### src/rtl/cia_pkg.sv
// Shared types and default timing constants for the CIA serial-port link.
// Imported by the link top and its synchroniser.
package cia_pkg;

    typedef enum logic [1:0] {
        TX_IDLE,
        TX_LOW,
        TX_HIGH,
        TX_GAP
    } tx_state_e;

    localparam int HALF_PERIOD = 8;
    localparam int GAP_CYCLES  = 16;
    localparam int RX_TIMEOUT  = 1024;

    localparam int CNT_W = 16;

endpackage

### src/rtl/cia_sync2.sv
// Two-flop synchroniser for an asynchronous input line.
// Output is the second stage; both stages clear on reset.
module cia_sync2
    import cia_pkg::*;
(
    input  logic clk,
    input  logic reset,
    input  logic d,
    output logic q
);

    logic s1_q, s1_d;
    logic s2_q, s2_d;

    // next values: shift the line through the two stages
    always_comb begin
        s1_d = d;
        s2_d = s1_q;
    end

    // synchroniser stages
    always_ff @(posedge clk or posedge reset) begin
        if (reset) begin
            s1_q <= 1'b0;
            s2_q <= 1'b0;
        end else begin
            s1_q <= s1_d;
            s2_q <= s2_d;
        end
    end

    assign q = s2_q;

endmodule

### src/rtl/cia_sp_link.sv
// CIA-style serial port link: MSB-first byte transmitter that drives CNT/SP,
// and a receiver that shifts SP on peer CNT rising edges when not driving.
module cia_sp_link
    import cia_pkg::*;
#(
    parameter int HALF_PERIOD = cia_pkg::HALF_PERIOD,
    parameter int GAP_CYCLES  = cia_pkg::GAP_CYCLES,
    parameter int RX_TIMEOUT  = cia_pkg::RX_TIMEOUT
) (
    input  logic       clk,
    input  logic       reset,
    input  logic [7:0] tx_data,
    input  logic       tx_valid,
    output logic       tx_ready,
    output logic [7:0] rx_data,
    output logic       rx_valid,
    input  logic       rx_ack,
    output logic       rx_overrun,
    input  logic       cnt_in,
    input  logic       sp_in,
    output logic       cnt_out,
    output logic       sp_out,
    output logic       cnt_oe
);

    localparam logic [CNT_W-1:0] HP_LAST  = CNT_W'(HALF_PERIOD - 1);
    localparam logic [CNT_W-1:0] GAP_LAST = CNT_W'(GAP_CYCLES - 1);
    localparam logic [CNT_W-1:0] TO_LAST  = CNT_W'(RX_TIMEOUT - 1);
    localparam logic [CNT_W-1:0] ONE      = CNT_W'(1);

    logic cnt_s;
    logic sp_s;

    cia_sync2 u_sync_cnt (
        .clk   (clk),
        .reset (reset),
        .d     (cnt_in),
        .q     (cnt_s)
    );

    cia_sync2 u_sync_sp (
        .clk   (clk),
        .reset (reset),
        .d     (sp_in),
        .q     (sp_s)
    );

    tx_state_e        state_q, state_d;
    logic [CNT_W-1:0] div_q, div_d;
    logic [2:0]       bit_q, bit_d;
    logic [7:0]       shift_q, shift_d;

    // transmit sequencing: half-period LOW/HIGH per bit, then guard gap
    always_comb begin
        state_d = state_q;
        div_d   = div_q;
        bit_d   = bit_q;
        shift_d = shift_q;
        unique case (state_q)
            TX_IDLE: begin
                if (tx_valid) begin
                    state_d = TX_LOW;
                    shift_d = tx_data;
                    bit_d   = 3'd0;
                    div_d   = '0;
                end
            end
            TX_LOW: begin
                if (div_q == HP_LAST) begin
                    div_d   = '0;
                    state_d = TX_HIGH;
                end else begin
                    div_d = div_q + ONE;
                end
            end
            TX_HIGH: begin
                if (div_q == HP_LAST) begin
                    div_d   = '0;
                    shift_d = {shift_q[6:0], 1'b0};
                    bit_d   = bit_q + 3'd1;
                    state_d = (bit_q == 3'd7) ? TX_GAP : TX_LOW;
                end else begin
                    div_d = div_q + ONE;
                end
            end
            TX_GAP: begin
                if (div_q == GAP_LAST) begin
                    div_d   = '0;
                    state_d = TX_IDLE;
                end else begin
                    div_d = div_q + ONE;
                end
            end
            default: state_d = TX_IDLE;
        endcase
    end

    // line outputs decode straight from state so reset releases them at once
    always_comb begin
        tx_ready = (state_q == TX_IDLE);
        cnt_oe   = (state_q != TX_IDLE);
        cnt_out  = (state_q != TX_LOW);
        sp_out   = 1'b1;
        if (state_q == TX_LOW || state_q == TX_HIGH) begin
            sp_out = shift_q[7];
        end
    end

    // transmit state registers
    always_ff @(posedge clk or posedge reset) begin
        if (reset) begin
            state_q <= TX_IDLE;
            div_q   <= '0;
            bit_q   <= 3'd0;
            shift_q <= 8'h00;
        end else begin
            state_q <= state_d;
            div_q   <= div_d;
            bit_q   <= bit_d;
            shift_q <= shift_d;
        end
    end

    logic             cnt_prev_q, cnt_prev_d;
    logic             rise_q, rise_d;
    logic [7:0]       rx_shift_q, rx_shift_d;
    logic [2:0]       rx_bit_q, rx_bit_d;
    logic [CNT_W-1:0] idle_q, idle_d;
    logic             done_q, done_d;
    logic [7:0]       rx_data_q, rx_data_d;
    logic             rx_valid_q, rx_valid_d;
    logic             rx_ovr_q, rx_ovr_d;

    // receive: edge detect, bit collection, stall timeout, byte hand-off
    always_comb begin
        cnt_prev_d = cnt_s;
        rise_d     = cnt_s & ~cnt_prev_q;
        rx_shift_d = rx_shift_q;
        rx_bit_d   = rx_bit_q;
        idle_d     = idle_q;
        done_d     = 1'b0;
        rx_data_d  = rx_data_q;
        rx_valid_d = rx_valid_q;
        rx_ovr_d   = rx_ovr_q;

        if (cnt_oe) begin
            rx_bit_d = 3'd0;
            idle_d   = '0;
        end else if (rise_q) begin
            rx_shift_d = {rx_shift_q[6:0], sp_s};
            rx_bit_d   = rx_bit_q + 3'd1;
            idle_d     = '0;
            done_d     = (rx_bit_q == 3'd7);
        end else if (rx_bit_q != 3'd0) begin
            if (idle_q == TO_LAST) begin
                rx_bit_d = 3'd0;
                idle_d   = '0;
            end else begin
                idle_d = idle_q + ONE;
            end
        end else begin
            idle_d = '0;
        end

        if (rx_ack && rx_valid_q) begin
            rx_valid_d = 1'b0;
            rx_ovr_d   = 1'b0;
        end
        if (done_q) begin
            rx_data_d  = rx_shift_q;
            rx_valid_d = 1'b1;
            if (rx_valid_q && !rx_ack) begin
                rx_ovr_d = 1'b1;
            end
        end
    end

    // receive state registers
    always_ff @(posedge clk or posedge reset) begin
        if (reset) begin
            cnt_prev_q <= 1'b0;
            rise_q     <= 1'b0;
            rx_shift_q <= 8'h00;
            rx_bit_q   <= 3'd0;
            idle_q     <= '0;
            done_q     <= 1'b0;
            rx_data_q  <= 8'h00;
            rx_valid_q <= 1'b0;
            rx_ovr_q   <= 1'b0;
        end else begin
            cnt_prev_q <= cnt_prev_d;
            rise_q     <= rise_d;
            rx_shift_q <= rx_shift_d;
            rx_bit_q   <= rx_bit_d;
            idle_q     <= idle_d;
            done_q     <= done_d;
            rx_data_q  <= rx_data_d;
            rx_valid_q <= rx_valid_d;
            rx_ovr_q   <= rx_ovr_d;
        end
    end

    assign rx_data    = rx_data_q;
    assign rx_valid   = rx_valid_q;
    assign rx_overrun = rx_ovr_q;

endmodule

### config.mk
export PLATFORM = sky130hd
export DESIGN_NAME = cia_sp_link
export DESIGN_NICKNAME = d
export VERILOG_FILES = /design/src/rtl/cia_pkg.sv /design/src/rtl/cia_sync2.sv /design/src/rtl/cia_sp_link.sv
export SDC_FILE = /design/constraint.sdc
export NUM_CORES = 1
export LEC_CHECK = 0
export CORE_MARGIN = 8
export CORE_UTILIZATION = 40
export DETAILED_ROUTE_END_ITERATION = 8
export SKIP_CTS_REPAIR_TIMING = 1
export SYNTH_ARGS = -nofsm -noshare
export SYNTH_HDL_FRONTEND = slang
export SYNTH_SLANG_ARGS = --single-unit
export TNS_END_PERCENT = 5
### constraint.sdc
create_clock -name clk -period 3.4 [get_ports clk]
set_input_delay 1.02 -clock clk [delete_from_list [all_inputs] [get_ports clk]]
set_output_delay 1.02 -clock clk [all_outputs]
set_load 0.1 [all_outputs]
==> run_results.csv <==
group,metric,value,unit
outcome,outcome,"completed",
critical_path,cp-end-kind,"primary output",
global_route,met1_usage,0.142,
sta,finalCritPeriodShare,0.819,
die,core_area,8220,µm²
cts,clock-sinks,73,
yosys,async_flop_share,1.00,
yosys,synth_top_cell_by_area,"dfrtp_1",
route,viasPerCell,5.34,
route,drt_iter0_markers,103,
die,initial_utilization,0.412,
cts,cts_tree,"yes",
sta,relSlewSlack,0.393,
critical_path,crit_family,"buffers and inverters",
yosys,synth.net_count,333,
min_path,whs_endpoint,"u_sync_sp.q",
critical_path,crit_arrival,1760,ps
yosys,yosysUniqueCellTypes,44,
critical_path,regToRegSetupSlack,940,ps
global_route,use_met3,0.0416,
sta,max_freq,359,MHz
placement,io_buffers,27,
die,rows,33,
pwr,powerDensity,754,nW/µm²
sta,whs,353,ps
global_route,grt_util_met2,0.193,
min_path,hold_path_startpoint,"u_sync_sp.s1_q",
yosys,syn_avg_cell_area,11.0,µm²
global_route,grt_busiest_layer,"met2",
yosys,synth_cells,308,
final_layout,n_fill_cell,774,
flow_run,maxCapViolations,0,
route,vias,2408,
pwr,p_sw,0.00117,W
global_route,grt_pass1_wl,11.2,mm
critical_path,critPathKind,"reg2out",
final_layout,n_antenna_cell,0,
min_path,min_path_cells,0,
yosys,synth_seq_cells,73,
pwr,internal_power,0.00184,W
critical_path,max_stage_delay,420,ps
route,routed_wl,6.41,mm
sta,fin_tns_setup,0,ps
cts,insertion_delay,350,ps
global_route,grt_pass1_vias,2455,
cts,numCtsBuffers,9,
pwr,p_clk_frac,0.281,
critical_path,worstReg2RegStart,"state_q[0]",
yosys,yosys_most_used_dff,"dfrtp_1",
die,dieArea,11700,µm²
critical_path,critical_path_required,2380,ps
yosys,ys_seq_area_frac,0.540,
pwr,vdd_drop_max,0.534,mV
pwr,leakage,1.77,nW
critical_path,rr_endpoint,"div_q[6]",
yosys,synthesis.area,3380,µm²
final_layout,final_layout_size_suffix_gt1_frac,0.173,
final_layout,final_core_util,0.486,
critical_path,startpoint_type,"flip-flop",
sta,maxSlewViolCount,0,
pwr,seq_power_share,0.362,
critical_path,path_cells,"inv_1 > ha_1 > inv_1 > buf_4",
sta,rsz0062_at_grt,"false",
sta,setup_violations,0,
sta,setup_ws,616,ps
route,drc,0,
pwr,combinationalPowerShare,0.357,
cts,cts-htree-levels,3,
yosys,synth_top_cell_area_share,0.540,
critical_path,critPathBufInv,3,
cts,cts_buffer_depth,2,
pwr,sw_frac_of_total,0.388,
die,die_h,108,µm
die,io-pin-count,28,
cts,clockRootBuffer,"clkbuf_8",
final_layout,register_area,1830,µm²
global_route,grt_max_degree,31,
placement,place_ws,748,ps
sta,fin_crit,2780,ps
yosys,synth_edf_count,0,
route,wl_per_cell,14.2,µm
cts,path_clk_slew,80,ps
global_route,antenna_found_initial,0,
min_path,hp-class,"reg2reg",
critical_path,cpMostUsedCell,"inv_1",
critical_path,crit_fanout,8,
final_layout,multi_input_area,1460,µm²
sta,finalClockSkew,9.53,ps
placement,place_congestion,0.805,
global_route,track_usage,0.120,
final_layout,area_growth,18.0,%
critical_path,cp_slowest_cell,"dfrtp_1",
route,dr.pass1.iters,5,
yosys,synthTopCellsByArea,"dfrtp_1 54%, mux2_2 5.7%, ha_1 4.1%, nand3_1 3.3%, nor2_1 3.2%",
sta,worstMarginPinSlew,911,ps
yosys,synth_warnings,0,
sta,hold_viol,0,
critical_path,ff2ff_path_depth,7,
die,die_x,108,µm
placement,place_hpwl,4.37,mm
pwr,power,0.00301,W
global_route,grt-ovfl-total,0,
final_layout,nets,366,
route,antenna_left,0,
[power by group through the flow]
stage / Combinational (W) / Clock [W] / Sequential [W]
6_report: 0.00107 / 0.000847 / 0.00109
5_1_grt: 0.00118 / 0.000905 / 0.00111
4_1_cts: 0.00109 / 0.000871 / 0.00109
3_5_place_dp: 0.00109 / 0 / 0.00110
3_3_place_gp: 0.00106 / 0 / 0.00110
2_1_floorplan: 0.000880 / 0 / 0.00107
[cells in the mapped netlist (2+ instances only)]
cell type / n
mux2_2: 17
nor2_1: 29
mux2i_1: 4
nor4_1: 4
nor2b_1: 3
nand2b_1: 5
nand3_1: 22
inv_1: 11
nand4_1: 4
xor2_1: 7
o2bb2ai_1: 8
ha_1: 11
a21oi_1: 11
xnor2_1: 8
a22oi_1: 8
nand2_1: 24
a32o_1: 3
o21a_1: 2
and3_1: 2
buf_6: 2
a22o_1: 2
nand3b_1: 2
o21ai_0: 8
dfrtp_1: 73
nor3_1: 5
a21o_1: 2
clkbuf_1: 6
a31oi_1: 7
or4_4: 2
a41oi_1: 2
[worst reg2reg max path: cells and delay by family, from the launching register on]
| kind | cells | cell delay, ps |
|---|---|---|
| compound gates | 4 | 1320 |
| fa+ha+maj | 1 | 330 |
| buf+inv | 2 | 330 |
| flops | 1 | 410 |
[worst max-delay path by stage]
stage                from         end  cells past startpoint
3_3_place_gp     tx_valid    bit_q[1]                      5
2_1_floorplan  state_q[0]      cnt_oe                      3
3_5_place_dp     tx_valid  shift_q[0]                      5
6_report       state_q[0]      cnt_oe                      4
4_1_cts        state_q[0]      cnt_oe                      4
5_1_grt        state_q[0]      cnt_oe                      4
[through the flow]
step	instances	area [µm²]
5_1_grt	451	3990
3_5_place_dp	435	3740
2_1_floorplan	308	3380
3_3_place_gp	435	3740
4_1_cts	451	3990
6_report	451	3990
[state kept, by name, indices dropped and copies added (netlist names), 2 cells and up, named ones only]
register,count
div_q,16
state_q,2
rx_shift_q,8
idle_q,16
shift_q,8
rx_data,8
rx_bit_q,3
bit_q,3
[layout by cell type (no fill, tap or decap), types with 5 or more instances in the layout]
master           instances
nand2b_1                 5
buf_4                   17
mux2_2                  17
a31oi_1                  7
clkdlybuf4s50_1         13
inv_1                   10
nand3_1                 22
xnor2_1                  8
dfrtp_1                 73
clkbuf_8                 9
nor3_1                   5
a22oi_1                  8
xor2_1                   7
nand2_1                 24
a21oi_1                 11
o2bb2ai_1                8
o21ai_0                  8
ha_1                    11
nor2_1                  29
[final cells by class]
cell class | count | share of cell area
clock buffers | 9 | 0.0310
multi-input cells | 215 | 0.367
well taps | 105 | 0.0329
flip-flops and latches | 73 | 0.458
inverters | 11 | 0.0103
clock inverters | 7 | 0.0317
repair buffers | 31 | 0.0696
[cells by family (layout without fill, tap and decap cells)]
| kind of cell | after synthesis | count (layout) | share of synthesized area |
|---|---|---|---|
| fa+ha+maj | 11 | 11 | 0.0407 |
| flops | 73 | 73 | 0.540 |
| mux | 21 | 21 | 0.0684 |
| buf+inv | 20 | 58 | 0.0270 |
| compound gates | 59 | 59 | 0.124 |
| simple gates | 109 | 109 | 0.161 |
| xor+xnor | 15 | 15 | 0.0388 |
[routing by layer]
layer / share of wire / vias to the layer above / wire [µm]
li1: - / 1175 / -
met1: 0.46 / 1192 / 2970
met2: 0.48 / 33 / 3080
met3: 0.043 / 8 / 278
met4: 0.012 / 0 / 78
met5: 0 / - / 0
(Power assumes the default switching activity.)
